<file path="src/rtl/pcm_to_i2s_converter.sv">
// -----------------------------------------------------------------------------
// pcm_to_i2s_converter
//
// Stereo Philips-I2S master transmitter. bclk and lrclk are derived from the
// system clock. Incoming per-channel PCM words are held in a pending buffer
// and copied into the active (transmitting) pair only when a left slot starts.
// Both words of a frame therefore always come from the same L+R pair.
//
// Optional feature (compile-time macro MUTE_ON_UNDERRUN_EN):
//   defined   : a frame that starts without a complete new pair sends silence
//   undefined : a frame that starts without a complete new pair repeats the
//               previous pair
//
// Parameters:
//   num_of_sample_bits  PCM word width N
//   bits_per_channel    bclk periods per channel slot (>= N+1)
//   bclk_div            clk cycles per bclk half-period (>= 1)
//
// Ports:
//   clk          system clock, all logic on the rising edge
//   reset_n      asynchronous active-low reset
//   l_din_valid  strobe: l_pcm_data is valid this cycle
//   r_din_valid  strobe: r_pcm_data is valid this cycle
//   l_pcm_data   left sample, two's complement
//   r_pcm_data   right sample, two's complement
//   bclk_out     I2S bit clock
//   lrclk_out    I2S word select (0 = left)
//   i2s_dout     serial data, changes only when bclk falls
//   frame_start  one-clk strobe when a left slot begins
//   underrun     one-clk strobe when a frame starts without a new L+R pair
//   overrun      one-clk strobe when a pending sample is overwritten
// -----------------------------------------------------------------------------
module pcm_to_i2s_converter #(
   parameter int num_of_sample_bits = 24,
   parameter int bits_per_channel   = 32,
   parameter int bclk_div           = 4
) (
   input  logic                          clk,
   input  logic                          reset_n,
   input  logic                          l_din_valid,
   input  logic                          r_din_valid,
   input  logic [num_of_sample_bits-1:0] l_pcm_data,
   input  logic [num_of_sample_bits-1:0] r_pcm_data,
   output logic                          bclk_out,
   output logic                          lrclk_out,
   output logic                          i2s_dout,
   output logic                          frame_start,
   output logic                          underrun,
   output logic                          overrun
);

   localparam int N      = num_of_sample_bits;
   localparam int DIV_W  = (bclk_div > 1) ? $clog2(bclk_div) : 1;
   localparam int SLOT_W = $clog2(bits_per_channel);
   localparam int IDX_W  = (N > 1) ? $clog2(N) : 1;

   localparam logic [DIV_W-1:0]  DIV_LAST  = DIV_W'(bclk_div - 1);
   localparam logic [SLOT_W-1:0] SLOT_LAST = SLOT_W'(bits_per_channel - 1);

   // Registered state
   logic [DIV_W-1:0]  div_cnt;
   logic [SLOT_W-1:0] slot_pos;
   logic              pend_l;
   logic              pend_r;
   logic [N-1:0]      pend_word_l;
   logic [N-1:0]      pend_word_r;
   logic [N-1:0]      active_l;
   logic [N-1:0]      active_r;

   // Combinational decode
   logic              tick;        // bclk toggles on this clk edge
   logic              fall_edge;   // bclk goes 1->0 on this clk edge
   logic              slot_wrap;   // slot_pos wraps to 0 on this clk edge
   logic              frame_load;  // left slot begins on this clk edge
   logic              pair_ready;
   logic [SLOT_W-1:0] slot_next;
   logic              lrclk_next;
   logic [N-1:0]      tx_word;
   logic [IDX_W-1:0]  bit_idx;
   logic              data_bit;
   logic              ovr_l;
   logic              ovr_r;

   // NOTE: every signal gets a default at the top of always_comb so no path
   // leaves it unassigned and no latch is inferred.
   always_comb begin
      tick       = (div_cnt == DIV_LAST);
      fall_edge  = tick && bclk_out;
      slot_wrap  = fall_edge && (slot_pos == SLOT_LAST);
      frame_load = slot_wrap && lrclk_out;
      pair_ready = pend_l && pend_r;

      slot_next  = (slot_pos == SLOT_LAST) ? '0 : slot_pos + 1'b1;
      lrclk_next = slot_wrap ? ~lrclk_out : lrclk_out;

      // The bit sent is chosen by the slot position and channel that are
      // about to be presented, so the MSB lands one bclk after lrclk changes.
      tx_word  = lrclk_next ? active_r : active_l;
      bit_idx  = IDX_W'(N - int'(slot_next));
      data_bit = 1'b0;
      if ((slot_next != '0) && (int'(slot_next) <= N)) begin
         data_bit = tx_word[bit_idx];
      end

      // A strobe only overruns if the pending flag survives this edge; a
      // simultaneous frame load consumes the old word first.
      ovr_l = l_din_valid && pend_l && !(frame_load && pair_ready);
      ovr_r = r_din_valid && pend_r && !(frame_load && pair_ready);
   end

   // NOTE: all registered state uses non-blocking assignments so every read
   // in this block sees the pre-edge value regardless of statement order.
   always_ff @(posedge clk or negedge reset_n) begin
      if (!reset_n) begin
         div_cnt     <= '0;
         bclk_out    <= 1'b0;
         slot_pos    <= SLOT_LAST;
         lrclk_out   <= 1'b1;
         i2s_dout    <= 1'b0;
         frame_start <= 1'b0;
         underrun    <= 1'b0;
         overrun     <= 1'b0;
         pend_l      <= 1'b0;
         pend_r      <= 1'b0;
         pend_word_l <= '0;
         pend_word_r <= '0;
         active_l    <= '0;
         active_r    <= '0;
      end else begin
         // bclk divider
         div_cnt <= tick ? '0 : div_cnt + 1'b1;
         if (tick) begin
            bclk_out <= ~bclk_out;
         end

         // Slot counter, word select and serial data all move on bclk fall
         if (fall_edge) begin
            slot_pos  <= slot_next;
            lrclk_out <= lrclk_next;
            i2s_dout  <= data_bit;
         end

         frame_start <= frame_load;
         underrun    <= frame_load && !pair_ready;
         overrun     <= ovr_l || ovr_r;

         // Pending buffer: a new strobe always wins over the clear from a
         // frame load, so a sample arriving on the load edge goes out next.
         pend_l <= l_din_valid || (pend_l && !(frame_load && pair_ready));
         pend_r <= r_din_valid || (pend_r && !(frame_load && pair_ready));
         if (l_din_valid) begin
            pend_word_l <= l_pcm_data;
         end
         if (r_din_valid) begin
            pend_word_r <= r_pcm_data;
         end

         // Active pair changes only at the start of a left slot
         if (frame_load && pair_ready) begin
            active_l <= pend_word_l;
            active_r <= pend_word_r;
         end
`ifdef MUTE_ON_UNDERRUN_EN
         else if (frame_load) begin
            active_l <= '0;
            active_r <= '0;
         end
`endif
      end
   end

endmodule

</file>
<file path="config.mk">
export PLATFORM = sky130hd
export DESIGN_NAME = pcm_to_i2s_converter
export DESIGN_NICKNAME = d
export VERILOG_FILES = /design/src/rtl/pcm_to_i2s_converter.sv
export SDC_FILE = /design/constraint.sdc
export NUM_CORES = 1
export LEC_CHECK = 0
export BUFFER_PORTS_ARGS = -buffer_cell sky130_fd_sc_hd__buf_2
export CORE_MARGIN = 2
export CORE_UTILIZATION = 25
export CTS_BUF_LIST = sky130_fd_sc_hd__clkbuf_4 sky130_fd_sc_hd__clkbuf_8 sky130_fd_sc_hd__clkbuf_16
export DETAILED_ROUTE_END_ITERATION = 7
export PLACE_DENSITY = 0.39
export SETUP_SLACK_MARGIN = 0.05
export SLEW_MARGIN = 10
export SYNTH_ARGS = -nofsm -noshare
export SYNTH_HDL_FRONTEND = slang
export SYNTH_SLANG_ARGS = --single-unit
export TNS_END_PERCENT = 20
</file>
<file path="constraint.sdc">
create_clock -name clk -period 4.09 [get_ports clk]
set_input_delay 0.2045 -clock clk [delete_from_list [all_inputs] [get_ports clk]]
set_output_delay 0.2045 -clock clk [all_outputs]
set_load 0.1 [all_outputs]
</file>
---- After elaboration in Yosys (flattened, before gate mapping) ----
Index checks and enable logic that the tools add are counted.
word-level totals
  bits in latches ......................... 0
  register bits ........................... 111
  word-level logic and storage cells ...... 49
  memories ................................ 0
  bits in read-only memories .............. 0
  memory bits (writable) .................. 0
  output and inout bits ................... 6
  bits of input ports ..................... 52
operators by class
  muxes and demuxes ....................... 7
  reduce and logical (&&, ||, !) cells .... 19
  shifts and indexed selects .............. 0
  add/subtract/negate cells ............... 3
  equality and inequality tests ........... 2
  divide/modulo/power cells ............... 0
  bitwise logic cells ..................... 2
  order comparisons ....................... 2
  multiply operators ...................... 0
operator list
  kind                   count
  $mux W24               1
  $logic_and A1 B1 Y1    13
  $lt A5 B6 Y1 const B   1
  $add A5 B1 Y5 const B  1
  $bmux W1 S5            1
  $eq A5 B5 Y1 const B   1
  $le A5 B5 Y1 const B   1
  $mux W5                1
  $reduce_bool A5 Y1     1
  $sub A5 B5 Y5 const A  1
  $logic_or A1 B1 Y1     3
  $mux W1                3
  $add A2 B1 Y2 const B  1
  $eq A2 B2 Y1 const B   1
  $logic_not A1 Y1       2
  $mux W2                1
  $not A1 Y1             2

---- Depth between registers and ports, before layout ----
Gate-level depths: netlist (run 1).
  word-level depth ........................ 8
  mapped depth ............................ 13
  gate-level depth less buffers ........... 11

---- Worst setup path before layout (run 1) ----
Ideal clock, no wire load.
  kind .................................... register to register
  start ................................... register slot_pos[1]
  end ..................................... register i2s_dout
  path slack .............................. 1253 ps
  stages on the path, launching flop included .. 13
  arrival time ............................ 2705 ps
  setup time .............................. 132 ps
  clock period less this slack ............ 2837 ps
  buffers on the path ..................... 2
  path through ............................ dfstp_2 -> ha_1 -> and3_1 -> ha_1 -> buf_6 -> and3_1 -> ha_1 -> buf_2 -> mux4_2 -> nand2_1 -> nand3_1 -> nand4b_1 -> nand4_1
on the way
  word-level cells in the longest chain between the ends .. 7
  elaborated cells on any way between the ends .. 13
ends and longest elaborated chain
  what                           line  source
  from (decl)                    62    logic [SLOT_W-1:0] slot_pos;
  from (signal assigned)         138   slot_pos <= slot_next;
  $eq A5 B5 Y1                   89    slot_wrap = fall_edge && (slot_pos == SLOT_LAST);
  $logic_and A1 B1 Y1            89
  $mux W1                        94    lrclk_next = slot_wrap ? ~lrclk_out : lrclk_out;
  named net lrclk_next           77    logic lrclk_next;
  $mux W24                       98    tx_word = lrclk_next ? active_r : active_l;
  $bmux W1 S5                    102   data_bit = tx_word[bit_idx];
  $mux W1 (not written as such)  102
  $mux W1                        101   if ((slot_next != '0) && (int'(slot_next) <= N)) begin
  to (signal assigned)           140   i2s_dout <= data_bit;
  to (decl)                      46    output logic i2s_dout,
The timed path passes the listed nets, and every way through them passes these cells. The select of a mux whose other input is x is not followed.
A chain may end at the register's enable or synchronous reset.

---- Worst setup path in the final report (run 1) ----
  start ................................... register slot_pos[0]
  end ..................................... register i2s_dout
The elaborated chain is that of the path after synthesis.

==> impl_metrics.csv, run 1 <==
group,metric,value,unit
critical_path,cp-end-kind,"flip-flop",
logic_synthesis,synth_cells,326,
die,io_pins,58,
final_layout,final.fill_count,1884,
outcome,status,"finished clean",
sta,fin_crit_sh,82.7,%
drt,ant_nets,0,
final_layout,drive_gt1_share,50.5,%
final_layout,antenna_cells,0,
final_layout,layout.nets,439,
critical_path,critPathSlowestCell,"dfstp_2",
logic_synthesis,synthDistinctLibCells,47,
global_routing,grt_pass1_wl,16500,um
worst_hold_path,hold_class,"primary input to flip-flop",
place,gp_congestion,0.694,
critical_path,startpoint,"slot_pos[0]$_DFFE_PN1N_",
sta,relSlewSlack,55.4,%
die,chipWidth,142,um
die,die_h,142,um
logic_synthesis,syn_area,4780,um2
global_routing,use_met1,14.4,%
global_routing,grt.met3_usage,2.66,%
logic_synthesis,yosysWarningCount,0,
die,core-area,18700,um2
die,fp-row-count,50,
place,io_buffer_count,57,
sta,clock_skew,10.9,ps
drt,wl_per_cell,16.0,um
sta,hold_viol,0,
place,post-place-ws,713,ps
final_layout,area_delta_synth_final,17.8,%
sta,fin_ws,709,ps
sta,final_max_slew_viol_count,0,
drt,vias_per_cell,4.42,
logic_synthesis,async_flop_share,100,%
sta,max_slew.worst_pin.slew,666,ps
global_routing,gr-usage-met2,16.3,%
clock_network,htreeDepth,3,
power_and_ir_drop,power.leakage,2.61,nW
drt,drc,0,
clock_network,cts_resized,0,
sta,max_freq,0.296,GHz
power_and_ir_drop,ir_drop,205,uV
clock_network,cts_tree,"yes",
final_layout,utilization,30.1,%
critical_path,crit_fanout,13,
sta,period_needed,3380,ps
place,dp_hpwl,6990,um
critical_path,worstPathCellList,"ha_1 > and3_1 > ha_1 > and3_1 > ha_1 > buf_4 > mux4_2 > nand2_1 > nand3_1 > nand4b_1 > nand4_1",
critical_path,cp.required,4320,ps
die,dieArea,20200,um2
critical_path,reg2reg_slack,710,ps
clock_network,cts_root_buffer,"clkbuf_16",
clock_network,clock_sinks,111,
clock_network,cts.clk_slew.worst_paths,70,ps
global_routing,grt_max_degree,51,
global_routing,antenna_found_initial,0,
global_routing,grt_busiest_layer,"met2",
logic_synthesis,synth.avg_cell_area,14.7,um2
drt,via_count,2752,
logic_synthesis,ys_ff_latch,111,
sta,rsz0062_at_grt,"no",
clock_network,cts.path.max_buffers,2,
global_routing,grt_pass1_vias,2979,
logic_synthesis,syn_nets,382,
global_routing,grtUsageTotal,10.7,%
sta,tns,0,ps
drt,firstDrtPassIters,4,
sta,finalSetupViolations,0,
die,initial_core_util,25.5,%
clock_network,cts_buffers,9,
critical_path,criticalPathCategory,"flip-flop to flip-flop",
global_routing,grt_overflow,0,
critical_path,critPathLaunchType,"flip-flop",
worst_hold_path,min_from,"r_pcm_data[2]",
clock_network,clk-insertion-delay-late,360,ps
critical_path,r2r_cells,11,
drt,first_iter_violations,113,
logic_synthesis,ys_seq_area_share,58.3,%
critical_path,crit_top_cell,"ha_1",
critical_path,critPathArrivalTime,3620,ps
critical_path,cpPeakStageDelay,620,ps
drt,wl,9940,um
logic_synthesis,synth-main-ff-cell,"dfrtp_1",
flow_run,drv_cap,0,
worst_hold_path,holdPathStages,2,
logic_synthesis,synth-edff-count,0,
critical_path,regToRegStartpoint,"slot_pos[0]$_DFFE_PN1N_",
power_and_ir_drop,power_density,387,nW/um2
[power by group]
group          internal [W]  switching, W  total, W
registers           0.00115     0.0000263   0.00117
clock network      0.000503      0.000391  0.000893
logic             0.0000618     0.0000527  0.000115
[per-stage QoR]
step / std cells / total power [W] / cell area, um2 / hold WS (ps)
2_1_floorplan: 326 / 0.00124 / 4780 / -91.1
3_3_place_gp: 605 / 0.00131 / 5320 / 252
3_5_place_dp: 605 / 0.00131 / 5320 / 254
4_1_cts: 622 / 0.00223 / 5630 / 59.5
5_1_grt: 622 / 0.00229 / 5630 / 60.3
6_report: 622 / 0.00218 / 5630 / 72.7
[synthesized netlist by cell type (3+ instances only)]
master	instances	area share [%]
a31oi_1	3	0.39
buf_1	7	0.55
clkbuf_1	6	0.47
dfrtp_1	105	55
dfstp_2	6	3.3
ha_1	4	1.0
mux2_2	99	23
mux2i_1	9	1.9
mux4_2	6	2.8
nand2_1	21	1.7
nand2b_1	3	0.39
nand3_1	5	0.52
nor2_1	3	0.24
o21ai_0	7	0.73
[flip-flops by register name, summed over array words and instances, names as in the netlist]
signal and count:
slot_pos 5, bclk_out 1, frame_start 1, active_r 24
underrun 1, active_l 24, pend_word_r 24, i2s_dout 1
overrun 1, pend_word_l 24, pend_r 1, lrclk_out 1
pend_l 1, div_cnt 2
[timing repair]
item | in CTS | in global routing
hold endpoints to repair | 43 | 0
buffers inserted | 0 | 0
endpoints found under the setup margin | 0 | 0
hold buffers | 1 | 0
[per-layer routing]
metal / wire [um] / up-vias
met5: 0 / -
met4: 177 / 0
met3: 343 / 13
met2: 4540 / 36
met1: 4880 / 1404
li1: - / 1299
[worst paths after layout]
| check | endpoint |
|---|---|
| setup / recovery | i2s_dout$_DFFE_PN0N_ |
| hold / removal | pend_word_r[2]$_DFFE_PN0P_ |
| setup reg to reg | i2s_dout$_DFFE_PN0N_ |
| hold reg to reg | div_cnt[0]$_DFF_PN0_ |
| max in group asynchronous | lrclk_out$_DFFE_PN1N_ |
| min in group asynchronous | active_r[1]$_DFFE_PN0P_ |
[critical path, delay by kind of cell (launching register included)]
kind	cells	cell delay, ps
adder cells (fa/ha/maj)	3	1110
AND/OR/NAND/NOR	6	780
flip-flops	1	620
multiplexers	1	500
buffers and inverters	1	240
[logic make-up (layout without fill, tap and decap cells)]
| family | count (synthesis) | after routing | synth area share, % |
|---|---|---|---|
| flip-flops | 111 | 111 | 58.3 |
| buffers and inverters | 19 | 81 | 1.91 |
| adder cells (fa/ha/maj) | 4 | 4 | 1.05 |
| multiplexers | 116 | 116 | 29.1 |
| AND/OR/NAND/NOR | 48 | 48 | 5.45 |
| AO/OA/AOI/OAI | 26 | 26 | 3.85 |
| XOR/XNOR | 2 | 2 | 0.367 |
[final cells by class]
| type | instances | area [um2] | share of cell area, % |
|---|---|---|---|
| Clock inverter | 4 | 45.0 | 0.801 |
| Tap cell | 234 | 293 | 5.20 |
| Sequential cell | 111 | 2790 | 49.5 |
| Multi-Input combinational cell | 196 | 1910 | 33.9 |
| Clock buffer | 12 | 254 | 4.52 |
| Timing Repair Buffer | 63 | 335 | 5.96 |
| Inverter | 2 | 7.51 | 0.133 |
[cells in the final DEF (no fill, tap or decap), drive strengths merged, types with 2 or more instances in the layout]
cell type / count
nand2: 21
buf: 62
mux4: 7
mux2i: 10
a21o: 2
nand4b: 2
inv: 2
a211oi: 2
mux2: 99
o21ai: 7
dfstp: 6
o211ai: 2
nor2: 3
ha: 4
dfrtp: 105
clkbuf: 12
nand3: 6
a221oi: 2
a31oi: 3
clkinv: 3
nor3: 2
and3: 2
or2: 2
nand2b: 3
o21a: 2
No activity file was read; power rests on OpenSTA's default activity.
==> run 2, diff against run 1 <==
--- a/config.mk
+++ b/config.mk
@@ -10,7 +10,7 @@
 export CORE_UTILIZATION = 25
 export CTS_BUF_LIST = sky130_fd_sc_hd__clkbuf_4 sky130_fd_sc_hd__clkbuf_8 sky130_fd_sc_hd__clkbuf_16
 export DETAILED_ROUTE_END_ITERATION = 7
-export PLACE_DENSITY = 0.39
+export PLACE_DENSITY = 0.4
 export SETUP_SLACK_MARGIN = 0.05
 export SLEW_MARGIN = 10
 export SYNTH_ARGS = -nofsm -noshare
==> constraint.sdc (replaced) <==
create_clock -name clk -period 2.75 [get_ports clk]
set_input_delay 0.1375 -clock clk [delete_from_list [all_inputs] [get_ports clk]]
set_output_delay 0.1375 -clock clk [all_outputs]
set_load 0.1 [all_outputs]
==> impl_metrics.csv, run 2 (synthesis gave the netlist of run 1 again) <==
group,metric,value,unit
critical_path,path_delay_family,"simple AND/OR/NAND/NOR gates",
sta,max_slew.worst_pin.slew,825,ps
sta,rsz0062_at_grt,"no",
critical_path,critPathLaunchType,"flip-flop",
global_routing,grt_pass1_vias,3054,
drt,via_count,2894,
final_layout,final.fill_count,1845,
place,io_buffer_count,57,
sta,final_max_slew_viol_count,0,
place,gp_congestion,0.755,
clock_network,cts_buffers,9,
critical_path,cp-end-kind,"flip-flop",
final_layout,fin_area,5990,um2
final_layout,area_delta_synth_final,25.5,%
clock_network,cts_tree,"yes",
final_layout,antenna_cells,0,
sta,max_freq,0.388,GHz
clock_network,clk-insertion-delay-late,350,ps
final_layout,mostFrequentLayoutCell,"dfrtp_1",
critical_path,reg2reg_slack,180,ps
critical_path,criticalPathCategory,"flip-flop to flip-flop",
drt,firstDrtPassIters,4,
sta,period_needed,2570,ps
critical_path,critPathSlowestCell,"dfstp_2",
drt,vias_per_cell,4.43,
final_layout,layout.nets,471,
place,dpl_cell_area,5440,um2
die,initial_core_util,25.5,%
clock_network,cts.clk_slew.worst_paths,80,ps
flow_run,drv_cap,0,
die,die_h,142,um
clock_network,cts.path.max_buffers,2,
die,chipWidth,142,um
power_and_ir_drop,power_density,537,nW/um2
power_and_ir_drop,power.leakage,2.75,nW
critical_path,cp_num_buf_inv,0,
power_and_ir_drop,p_total,0.00322,W
critical_path,worstPathCellList,"ha_4 > and3_4 > ha_4 > and2b_1 > mux2i_4 > nand3_1 > a221o_1 > or4_1 > nand4_1",
final_layout,drive_gt1_share,51.4,%
critical_path,crit_top_cell,"ha_4",
global_routing,grt_overflow,0,
global_routing,antenna_found_initial,0,
power_and_ir_drop,ir_drop,271,uV
final_layout,fin_cells,654,
critical_path,cp.required,3040,ps
sta,clock_skew,13.7,ps
global_routing,grtUsageTotal,10.6,%
global_routing,grt_max_degree,63,
place,dp_cells,616,
sta,fin_crit_sh,93.6,%
drt,drc,0,
sta,finalSetupViolations,0,
critical_path,critPathArrivalTime,2870,ps
clock_network,cts_root_buffer,"clkbuf_16",
sta,relSlewSlack,45.0,%
final_layout,final_cell_mix,"105 x dfrtp_1, 99 x mux2_2, 56 x buf_2",
die,core-area,18700,um2
clock_network,clock_sinks,111,
outcome,status,"finished clean",
sta,hold_viol,0,
clock_network,htreeDepth,3,
drt,wl_per_cell,15.3,um
drt,wl,10000,um
critical_path,crit_fanout,6,
die,io_pins,58,
die,dieArea,20200,um2
die,fp-row-count,50,
place,dp_hpwl,7010,um
critical_path,cpPeakStageDelay,560,ps
global_routing,grt_pass1_wl,16500,um
drt,ant_nets,0,
sta,tns,0,ps
worst_hold_path,hold_class,"primary input to flip-flop",
drt,first_iter_violations,77,
## run 2: cell count changes in the layout (fill, tap and decap cells not counted), moves of 2 or more
| cell | before | now |
|---|---|---|
| buf_12 | 0 | 2 |
| a221oi_1 | 2 | 0 |
| ha_4 | 0 | 3 |
| dlygate4sd3_1 | 1 | 20 |
| a221oi_2 | 0 | 2 |
| ha_1 | 4 | 1 |
| and3_4 | 0 | 2 |
| and3_1 | 2 | 0 |
| clkbuf_8 | 1 | 3 |
| buf_4 | 6 | 17 |
| clkbuf_4 | 2 | 0 |
## run 2: metrics by stage
step	hold slack [ps]	utilization (%)	setup WS, ps
6_report	13.7	32.0	176
5_1_grt	2.44	32.0	47.4
4_1_cts	0.0883	31.7	75.6
3_5_place_dp	290	29.1	37.9
3_3_place_gp	280	29.1	78.3
2_1_floorplan	-158	-	81.6
## run 2: power breakdown
group	total [W]	switching (W)	internal [W]
combinational	0.000192	0.0000812	0.000110
clock	0.00128	0.000593	0.000691
sequential	0.00174	0.0000409	0.00170
## run 2: area by class of cell
cell class	count	area, um2	area share (%)
Clock buffer	12	267	4.45
Clock inverter	4	27.5	0.459
Multi-Input combinational cell	196	1970	32.8
Sequential cell	111	2790	46.5
Tap cell	234	293	4.89
Timing Repair Buffer	95	648	10.8
Inverter	2	7.51	0.125
## run 2: final timing paths
kind,to,from,depth (start not counted)
setup / recovery,i2s_dout$_DFFE_PN0N_,slot_pos[0]$_DFFE_PN1N_,9
hold / removal,pend_word_r[1]$_DFFE_PN0P_,r_pcm_data[1],2
setup reg to reg,i2s_dout$_DFFE_PN0N_,slot_pos[0]$_DFFE_PN1N_,9
hold reg to reg,div_cnt[0]$_DFF_PN0_,div_cnt[0]$_DFF_PN0_,1
max in group asynchronous,pend_word_l[2]$_DFFE_PN0P_,reset_n,3
min in group asynchronous,frame_start$_DFF_PN0_,reset_n,2
## run 2: routing by layer
layer / global-route usage [%] / routed length [um] / vias up
li1: - / - / 1367
met1: 14.5 / 4800 / 1471
met2: 16.3 / 4720 / 46
met3: 2.56 / 349 / 10
met4: 4.00 / 151 / 0
met5: 0 / 0 / -
## run 2: repair_timing
action                                 CTS  global route
hold buffers                            20             0
setup endpoints to repair                1             1
cloned                                   0             0
pin swaps                                0             3
resized for setup                        1             6
endpoints found under the hold margin   73             0
buffers inserted                         0             2
